**src/rtl/mem_access_pkg.sv**
```systemverilog
// Shared definitions for the MEM-stage access unit: memory aluop codes, FSM states,
// byte-lane constants and small decode helpers.
package mem_access_pkg;

    localparam logic [7:0] ExeLbOp  = 8'b1110_0000;
    localparam logic [7:0] ExeLhOp  = 8'b1110_0001;
    localparam logic [7:0] ExeLwOp  = 8'b1110_0011;
    localparam logic [7:0] ExeLbuOp = 8'b1110_0100;
    localparam logic [7:0] ExeLhuOp = 8'b1110_0101;
    localparam logic [7:0] ExeSbOp  = 8'b1110_1000;
    localparam logic [7:0] ExeShOp  = 8'b1110_1001;
    localparam logic [7:0] ExeSwOp  = 8'b1110_1011;

    localparam logic [3:0] SelByte0  = 4'b0001;
    localparam logic [3:0] SelHalfLo = 4'b0011;
    localparam logic [3:0] SelHalfHi = 4'b1100;
    localparam logic [3:0] SelWord   = 4'b1111;

    typedef enum logic [1:0] {
        StIdle   = 2'd0,
        StAccess = 2'd1,
        StDone   = 2'd2
    } mem_state_e;

    function automatic logic is_load(input logic [7:0] op);
        return op inside {ExeLbOp, ExeLbuOp, ExeLhOp, ExeLhuOp, ExeLwOp};
    endfunction

    function automatic logic is_store(input logic [7:0] op);
        return op inside {ExeSbOp, ExeShOp, ExeSwOp};
    endfunction

    function automatic logic is_misaligned(input logic [7:0] op, input logic [1:0] addr);
        case (op)
            ExeLhOp, ExeLhuOp, ExeShOp: return addr[0];
            ExeLwOp, ExeSwOp:           return addr != 2'b00;
            default:                    return 1'b0;
        endcase
    endfunction

endpackage

```
**src/rtl/mem_access_load_align.sv**
```systemverilog
// Picks the addressed byte/halfword out of a little-endian bus word and extends it
// according to the load opcode.
module mem_access_load_align
    import mem_access_pkg::*;
(
    input  logic [7:0]  aluop,
    input  logic [1:0]  addr,
    input  logic [31:0] rdata,
    output logic [31:0] data
);

    logic [7:0]  lane_byte;
    logic [15:0] lane_half;

    always_comb begin
        lane_byte = rdata[8*addr +: 8];
        lane_half = addr[1] ? rdata[31:16] : rdata[15:0];
        case (aluop)
            ExeLbOp:  data = {{24{lane_byte[7]}}, lane_byte};
            ExeLbuOp: data = {24'd0, lane_byte};
            ExeLhOp:  data = {{16{lane_half[15]}}, lane_half};
            ExeLhuOp: data = {16'd0, lane_half};
            default:  data = rdata;
        endcase
    end

endmodule

```
**src/rtl/mem_access.sv**
```systemverilog
// MEM-stage access unit: turns load/store aluops into word-bus transactions, stalls the
// pipeline while the access is outstanding and holds the result until MEM/WB captures it.
module mem_access
    import mem_access_pkg::*;
#(
    parameter int unsigned TIMEOUT = 16,
    parameter int unsigned CNT_W   = 5
) (
    input  logic        clk,
    input  logic        rst,
    input  logic [5:0]  stall,
    input  logic [31:0] mem_wd,
    input  logic        mem_wreg,
    input  logic [31:0] mem_wdata,
    input  logic [7:0]  mem_aluop,
    input  logic [31:0] mem_mem_addr,
    input  logic [31:0] mem_reg2,
    output logic [31:0] wb_wd,
    output logic        wb_wreg,
    output logic [31:0] wb_wdata,
    output logic        stallreq,
    output logic        bus_req,
    output logic        bus_we,
    output logic [31:0] bus_addr,
    output logic [3:0]  bus_sel,
    output logic [31:0] bus_wdata,
    input  logic [31:0] bus_rdata,
    input  logic        bus_ack,
    output logic        align_err,
    output logic        bus_err
);

    localparam logic [CNT_W-1:0] CntLast = CNT_W'(TIMEOUT - 1);

    mem_state_e       state_q, state_d;
    logic [CNT_W-1:0] cnt_q;
    logic [31:0]      result_q;
    logic             result_wreg_q;
    logic             align_held_q;

    logic        op_load, op_store, op_misaligned, op_go;
    logic [3:0]  sel_d;
    logic [31:0] wdata_d;
    logic [31:0] load_data;

    logic unused_stall;
    assign unused_stall = ^{stall[5], stall[3:0]};

    assign op_load       = is_load(mem_aluop);
    assign op_store      = is_store(mem_aluop);
    assign op_misaligned = (op_load | op_store) & is_misaligned(mem_aluop, mem_mem_addr[1:0]);
    assign op_go         = (op_load | op_store) & ~op_misaligned;

    mem_access_load_align u_load_align (
        .aluop (mem_aluop),
        .addr  (mem_mem_addr[1:0]),
        .rdata (bus_rdata),
        .data  (load_data)
    );

    // Narrow stores replicate the datum across the word so any selected lane carries it.
    always_comb begin
        sel_d   = SelWord;
        wdata_d = '0;
        case (mem_aluop)
            ExeSbOp: begin
                sel_d   = SelByte0 << mem_mem_addr[1:0];
                wdata_d = {4{mem_reg2[7:0]}};
            end
            ExeShOp: begin
                sel_d   = mem_mem_addr[1] ? SelHalfHi : SelHalfLo;
                wdata_d = {2{mem_reg2[15:0]}};
            end
            ExeSwOp: wdata_d = mem_reg2;
            default: ;
        endcase
    end

    always_comb begin
        state_d  = state_q;
        wb_wd    = mem_wd;
        wb_wreg  = mem_wreg;
        wb_wdata = mem_wdata;
        stallreq = 1'b0;
        case (state_q)
            StIdle: begin
                if (op_misaligned) begin
                    wb_wreg = 1'b0;
                end else if (op_go) begin
                    wb_wreg  = 1'b0;
                    stallreq = 1'b1;
                    state_d  = StAccess;
                end
            end
            StAccess: begin
                wb_wreg  = 1'b0;
                stallreq = 1'b1;
                if (bus_ack || cnt_q == CntLast) begin
                    state_d = StDone;
                end
            end
            StDone: begin
                wb_wreg  = op_load & mem_wreg & result_wreg_q;
                wb_wdata = op_load ? result_q : mem_wdata;
                if (!stall[4]) begin
                    state_d = StIdle;
                end
            end
            default: state_d = StIdle;
        endcase
    end

    always_ff @(posedge clk) begin
        if (rst) begin
            state_q       <= StIdle;
            cnt_q         <= '0;
            result_q      <= '0;
            result_wreg_q <= 1'b0;
            align_held_q  <= 1'b0;
            align_err     <= 1'b0;
            bus_err       <= 1'b0;
            bus_req       <= 1'b0;
            bus_we        <= 1'b0;
            bus_addr      <= '0;
            bus_sel       <= '0;
            bus_wdata     <= '0;
        end else begin
            state_q <= state_d;
            bus_err <= 1'b0;
            // One pulse per presented op, even if EX/MEM holds it for several cycles.
            align_err    <= (state_q == StIdle) && op_misaligned && !align_held_q;
            align_held_q <= (state_q == StIdle) && op_misaligned && stall[4];
            case (state_q)
                StIdle: begin
                    if (op_go) begin
                        bus_req   <= 1'b1;
                        bus_we    <= op_store;
                        bus_addr  <= {mem_mem_addr[31:2], 2'b00};
                        bus_sel   <= sel_d;
                        bus_wdata <= wdata_d;
                        cnt_q     <= '0;
                    end
                end
                StAccess: begin
                    cnt_q <= cnt_q + 1'b1;
                    if (bus_ack) begin
                        bus_req       <= 1'b0;
                        result_q      <= op_load ? load_data : '0;
                        result_wreg_q <= op_load;
                    end else if (cnt_q == CntLast) begin
                        bus_req       <= 1'b0;
                        result_q      <= '0;
                        result_wreg_q <= 1'b0;
                        bus_err       <= 1'b1;
                    end
                end
                default: ;
            endcase
        end
    end

endmodule
```
**config.mk**
```make
export PLATFORM = sky130hd
export DESIGN_NAME = mem_access
export DESIGN_NICKNAME = d
export VERILOG_FILES = /design/src/rtl/mem_access_pkg.sv /design/src/rtl/mem_access_load_align.sv /design/src/rtl/mem_access.sv
export SDC_FILE = /design/constraint.sdc
export NUM_CORES = 1
export LEC_CHECK = 0
export ABC_AREA = 0
export CAP_MARGIN = 20
export CELL_PAD_IN_SITES_DETAIL_PLACEMENT = 0
export CELL_PAD_IN_SITES_GLOBAL_PLACEMENT = 1
export CORE_ASPECT_RATIO = 0.5
export CORE_UTILIZATION = 23
export DETAILED_ROUTE_END_ITERATION = 10
export PLACE_DENSITY = 0.76
export RECOVER_POWER = 100
export SLEW_MARGIN = 5
export SYNTH_ARGS = -nofsm -noshare
export SYNTH_HDL_FRONTEND = slang
export SYNTH_SLANG_ARGS = --single-unit
export TNS_END_PERCENT = 100
```
**constraint.sdc**
```tcl
create_clock -name clk -period 4.1 [get_ports clk]
set_clock_uncertainty 0.05 [all_clocks]
set_input_delay 1.23 -clock clk [delete_from_list [all_inputs] [get_ports clk]]
set_output_delay 1.23 -clock clk [all_outputs]
set_load 0.005 [all_outputs]
```
# Word level (Yosys, flattened, before mapping)
# Index checks and enable logic that the tools add are counted.
dict set report totals {
  elab_cells 87
  out_inout_bits 138
  input_bits 178
  reg_bits 111
}
dict set report op_classes {
  shifts 2
  muxes 30
  eq_ne 16
  add_sub_neg 1
  n_reduce_logical 19
  bitwise 7
}
# operator count
set op_table {}
lappend op_table {{2-to-1 mux 32 bit} 5}
lappend op_table {{case mux 32 bit (4 select lines)} 1}
lappend op_table {{case mux 32 bit (3 select lines)} 1}
lappend op_table {{== test 8 bit (second input constant)} 8}
lappend op_table {{variable part select 32 x 6 -> 8 bit} 1}
lappend op_table {{2-to-1 mux 16 bit} 1}
lappend op_table {{case mux 5 bit (2 select lines)} 1}
lappend op_table {{2-to-1 mux 1 bit} 9}
lappend op_table {{2-to-1 mux 2 bit} 4}
lappend op_table {{!= test 2 bit (second input constant)} 4}
lappend op_table {{case mux 4 bit (2 select lines)} 1}
lappend op_table {{case mux 1 bit (2 select lines)} 3}
lappend op_table {{case mux 2 bit (3 select lines)} 1}
lappend op_table {{AND reduction 2 bit} 3}
lappend op_table {{nonzero test 2 bit} 3}
lappend op_table {{OR reduction 3 bit} 2}
lappend op_table {{adder 5 x 1 -> 5 bit (second input constant)} 1}
lappend op_table {{== test 5 x 4 -> 1 bit (second input constant)} 1}
lappend op_table {{2-to-1 mux 5 bit} 1}
lappend op_table {{nonzero test 5 bit} 1}
lappend op_table {{AND 1 bit} 4}
lappend op_table {{2-to-1 mux 4 bit} 1}
lappend op_table {{AND reduction 4 bit} 1}
lappend op_table {{left shift 1 x 2 -> 4 bit (first input constant)} 1}
lappend op_table {{13 further kinds} 16}

# Depth between registers and ports, before layout
dict set report logic_depth {
  word_depth 9
  ltp_mapped 9
  mapped_depth_nobuf 7
}

# By module
# From an unflattened synthesis, not the netlist that was laid out.
dict set report unflattened {
  cells_unflattened 668
  area_unflattened_um2 6113.4
}
# mod seq_area_each_um2 n_inst area_per_inst_um2 cells_per_inst
set by_module_without_submodules {}
lappend by_module_without_submodules {mem_access 2222.1 1 5464.0 578}
lappend by_module_without_submodules {mem_access_load_align 0.0 1 649.4 90}

# Worst setup path after synthesis
# Ideal clock, no wire load.
dict set report synth_path {
  path_kind {input-to-output}
  start {input mem_aluop[4]}
  end {output wb_wdata[11]}
  t_required_ns 2.820
  arrival_time_ns 2.520
  stages 6
  slack_ns 0.300
  path_cell_list {nand4b_4 -> a211oi_2 -> and3b_1 -> buf_2 -> buf_4 -> mux2_2}
}
dict set report synth_via {
  elab_chain_len 4
}
# item line_no
set synth_rtl {}
lappend synth_rtl {{start, declared} mem_access.sv:15} ;# input logic [7:0] mem_aluop,
lappend synth_rtl {{== test 8 bit} mem_access_pkg.sv:26} ;# return op inside {ExeLbOp, ExeLbuOp, ExeLhOp, ExeLhuOp, ExeLwOp};
lappend synth_rtl {{nonzero test 5 bit *} mem_access_pkg.sv:26}
lappend synth_rtl {{2-to-1 mux 32 bit *} mem_access.sv:104} ;# wb_wdata = op_load ? result_q : mem_wdata;
lappend synth_rtl {{2-to-1 mux 32 bit *} mem_access.sv:85} ;# case (state_q)
lappend synth_rtl {{end, declared} mem_access.sv:20} ;# output logic [31:0] wb_wdata,
# Every way passes the cells marked *; elsewhere a longest branch is shown, timed or not.

# Final worst setup path
dict set report layout_path {
  start {input mem_aluop[4]}
  end {output wb_wdata[17]}
}
# Same word-level chain as after synthesis.

==> impl_metrics.py <==
metrics = {
    "synth": {
        "netlist-cell-type-count": 57,
        "synth_top_cell_area_share": 0.389,
        "yosysWarnings": 0,
        "synth_area_um2": 5720,
        "ys_seq_elements": 111,
        "synthFlopType": "dfxtp_1",
        "synth_async_sr_flop_share": 0,
        "synthCells": 660,
        "synth.yosys.seq_area_share": 0.389,
        "synthTopCellsByCount": "dfxtp_1, nand2_1, a21oi_1, buf_4, nand3b_1",
        "yosys.area.top_type": "dfxtp_1",
        "synth_area_leaders": "dfxtp_1, nand2_1, buf_4",
        "synth_edf_count": 0,
        "yosysMostFrequentCell": "dfxtp_1",
        "synth.avg_cell_area_um2": 8.67,
    },
    "floorplan": {
        "core_area_um2": 24200,
        "start_util": 0.237,
        "die-area_um2": 25500,
        "row_count": 40,
        "die_y_um": 114,
        "die_w_um": 225,
        "ios": 316,
    },
    "setup_path": {
        "start_kind": "input port",
        "worst-path-stages": 8,
        "cp-end-kind": "output port",
        "r2r_cells": 5,
        "critPathMaxStageDelay_ns": 0.31,
        "crit_buf_inv": 4,
        "r2r_start": "state_q[0]",
        "crit_type": "input port to output port",
        "reg2reg_to": "bus_addr[28]",
        "critPathArrivalTime_ns": 2.76,
        "cp_top_family": "buffers and inverters",
        "required_ns": 2.82,
        "crit_top_cell": "buf_6",
        "cp-endpoint": "wb_wdata[17]",
        "cp-startpoint": "mem_aluop[4]",
        "cp_cell_sequence": "buf_6, nand4b_4, a211oi_4, and3b_2, buf_6, buf_12, mux2_4, buf_6",
        "reg2reg_setup_slack_ns": 1.69,
        "crit_path_max_fanout": 8,
        "slowest_stage": "and3b_2",
    },
    "sta": {
        "whs_ns": 0.376,
        "setup_viol": 0,
        "slew_viol_final": 89,
        "hold_viol": 0,
        "fin_crit_ns": 4.04,
        "max_freq_mhz": 247,
        "period_share": 0.986,
        "max_slew_margin": -0.0508,
        "tightest_slew_ns": 1.58,
    },
    "finish": {
        "post-route-cell-area_um2": 8710,
        "drive_gt1_frac": 0.160,
        "num_antenna_cells": 0,
        "fillers": 2439,
        "utilization": 0.360,
        "area_delta_synth_final_pct": 52.3,
        "finalNetCount": 1042,
        "final_cells": 1203,
    },
    "drt": {
        "drt.antenna.violating_nets": 0,
        "vias_per_cell": 4.65,
        "drc_errors": 0,
        "dr.pass1.iters": 5,
        "drt_wl_total_um": 20500,
        "dr_total_vias": 5596,
        "drt-initial-drc-count": 349,
        "wire_per_inst_um": 17.1,
    },
    "placement": {
        "hpwl_um": 14800,
        "place_area_um2": 8280,
        "port_buffers": 244,
        "place.gp.congestion": 0.858,
        "dp.cells": 1174,
    },
    "grt": {
        "grt-ovfl-total": 0,
        "grt_pass1_wl_um": 31200,
        "grt_pass1_vias": 5534,
        "track_usage": 0.157,
        "grt_max_degree": 89,
        "antenna_found_initial": 0,
    },
    "clock_tree": {
        "cts_tree": "done",
        "cts_hold_buffers": 0,
        "clkTransAtPathRegs_ns": 0.07,
        "cts.path.max_buffers": 2,
        "clkLatencyLatePin_ns": 0.35,
        "cts_root_buf": "clkbuf_16",
        "cts_sinks": 111,
        "htreeDepth": 3,
        "cts_made_buffers": 9,
    },
    "min_path": {
        "hp-class": "flip-flop to flip-flop",
        "worstHoldStart": "align_held_q",
    },
    "pwr": {
        "ir_worst_vdd_v": 0.000185,
        "p_leak_uw": 0.00353,
        "p_per_area_nw_per_um2": 278,
    },
    "run": {
        "drv_cap": 1,
    },
    "status": {
        "outcome": "complete, but fails checks",
        "violations": "capacitance limit, slew limit",
    },
}
## cell type report
cell class / count / area, um^2 / share of cell area
clock buffers: 9 / 225 / 0.0259
well taps: 336 / 420 / 0.0483
multi-input cells: 454 / 3040 / 0.349
clock inverters: 7 / 103 / 0.0118
flip-flops and latches: 111 / 2220 / 0.255
inverters: 4 / 15.0 / 0.00172
repair buffers: 282 / 2690 / 0.308
## per-layer routing
layer | vias up | track usage | routed length [um]
li1 | 2708 | - | -
met1 | 2706 | 0.203 | 9040
met2 | 142 | 0.263 | 10100
met3 | 40 | 0.0270 | 768
met4 | 0 | 0.0590 | 599
met5 | - | 0 | 0
## registers in the layout, indices dropped and copies added, names as in the netlist
name,flops
cnt_q,5
bus_addr,30
bus_err,1
bus_we,1
align_err,1
result_wreg_q,1
align_held_q,1
bus_req,1
bus_wdata,32
state_q,2
bus_sel,4
result_q,32
## worst min path at each step
stage	end	slack [ns]	cells past startpoint
floorplan	align_err	0.32	1
global placement	align_err	0.38	1
detailed placement	align_err	0.37	1
CTS	align_err	0.38	1
global route	align_err	0.39	1
finish	align_err	0.38	1
## power by group
part / switching (uW) / leakage (uW) / internal [uW]
clock: 439 / 0.000157 / 543
combinational: 147 / 0.00248 / 211
sequential: 2.52 / 0.000894 / 1080
total: 588 / 0.00353 / 1840
## through the flow
| stage | total power [uW] | TNS, ns | setup slack (ns) |
|---|---|---|---|
| final | 2420 | 0 | 0.0555 |
| after CTS | 2460 | -0.0219 | -0.00440 |
| after global routing | 2520 | -0.109 | -0.0154 |
| after detailed placement | 1470 | -19.80 | -0.621 |
| after global placement | 1460 | -18.33 | -0.584 |
| after floorplan | 1260 | 0 | 0.300 |
## layout by cell type (no fill, tap or decap), types with 16 or more instances in the layout
| cell | count |
|---|---|
| clkdlybuf4s50_1 | 130 |
| a32oi_1 | 17 |
| dfxtp_1 | 111 |
| nand2_1 | 108 |
| buf_2 | 24 |
| buf_6 | 20 |
| o21ai_0 | 17 |
| nand3b_1 | 35 |
| mux2_4 | 19 |
| mux2_2 | 16 |
| nor2_1 | 29 |
| dlygate4sd3_1 | 71 |
| mux2i_1 | 19 |
| o31ai_1 | 24 |
| a21oi_1 | 51 |
| buf_4 | 26 |
## repair_timing
action	in CTS	in global routing
cloned	2	0
resized for setup	189	5
pin swaps	3	1
buffers inserted	14	0
endpoints found under the setup margin	34	27
## kinds of logic after synthesis
group,count (synthesis),share of synthesized area
fa+ha+maj,2,0.00437
xor+xnor,1,0.00153
buf+inv,96,0.0971
compound gates,166,0.200
flops,111,0.389
simple gates,228,0.203
mux,55,0.104
other cells,1,0.000656
No activity file was read; power rests on OpenSTA's default activity.
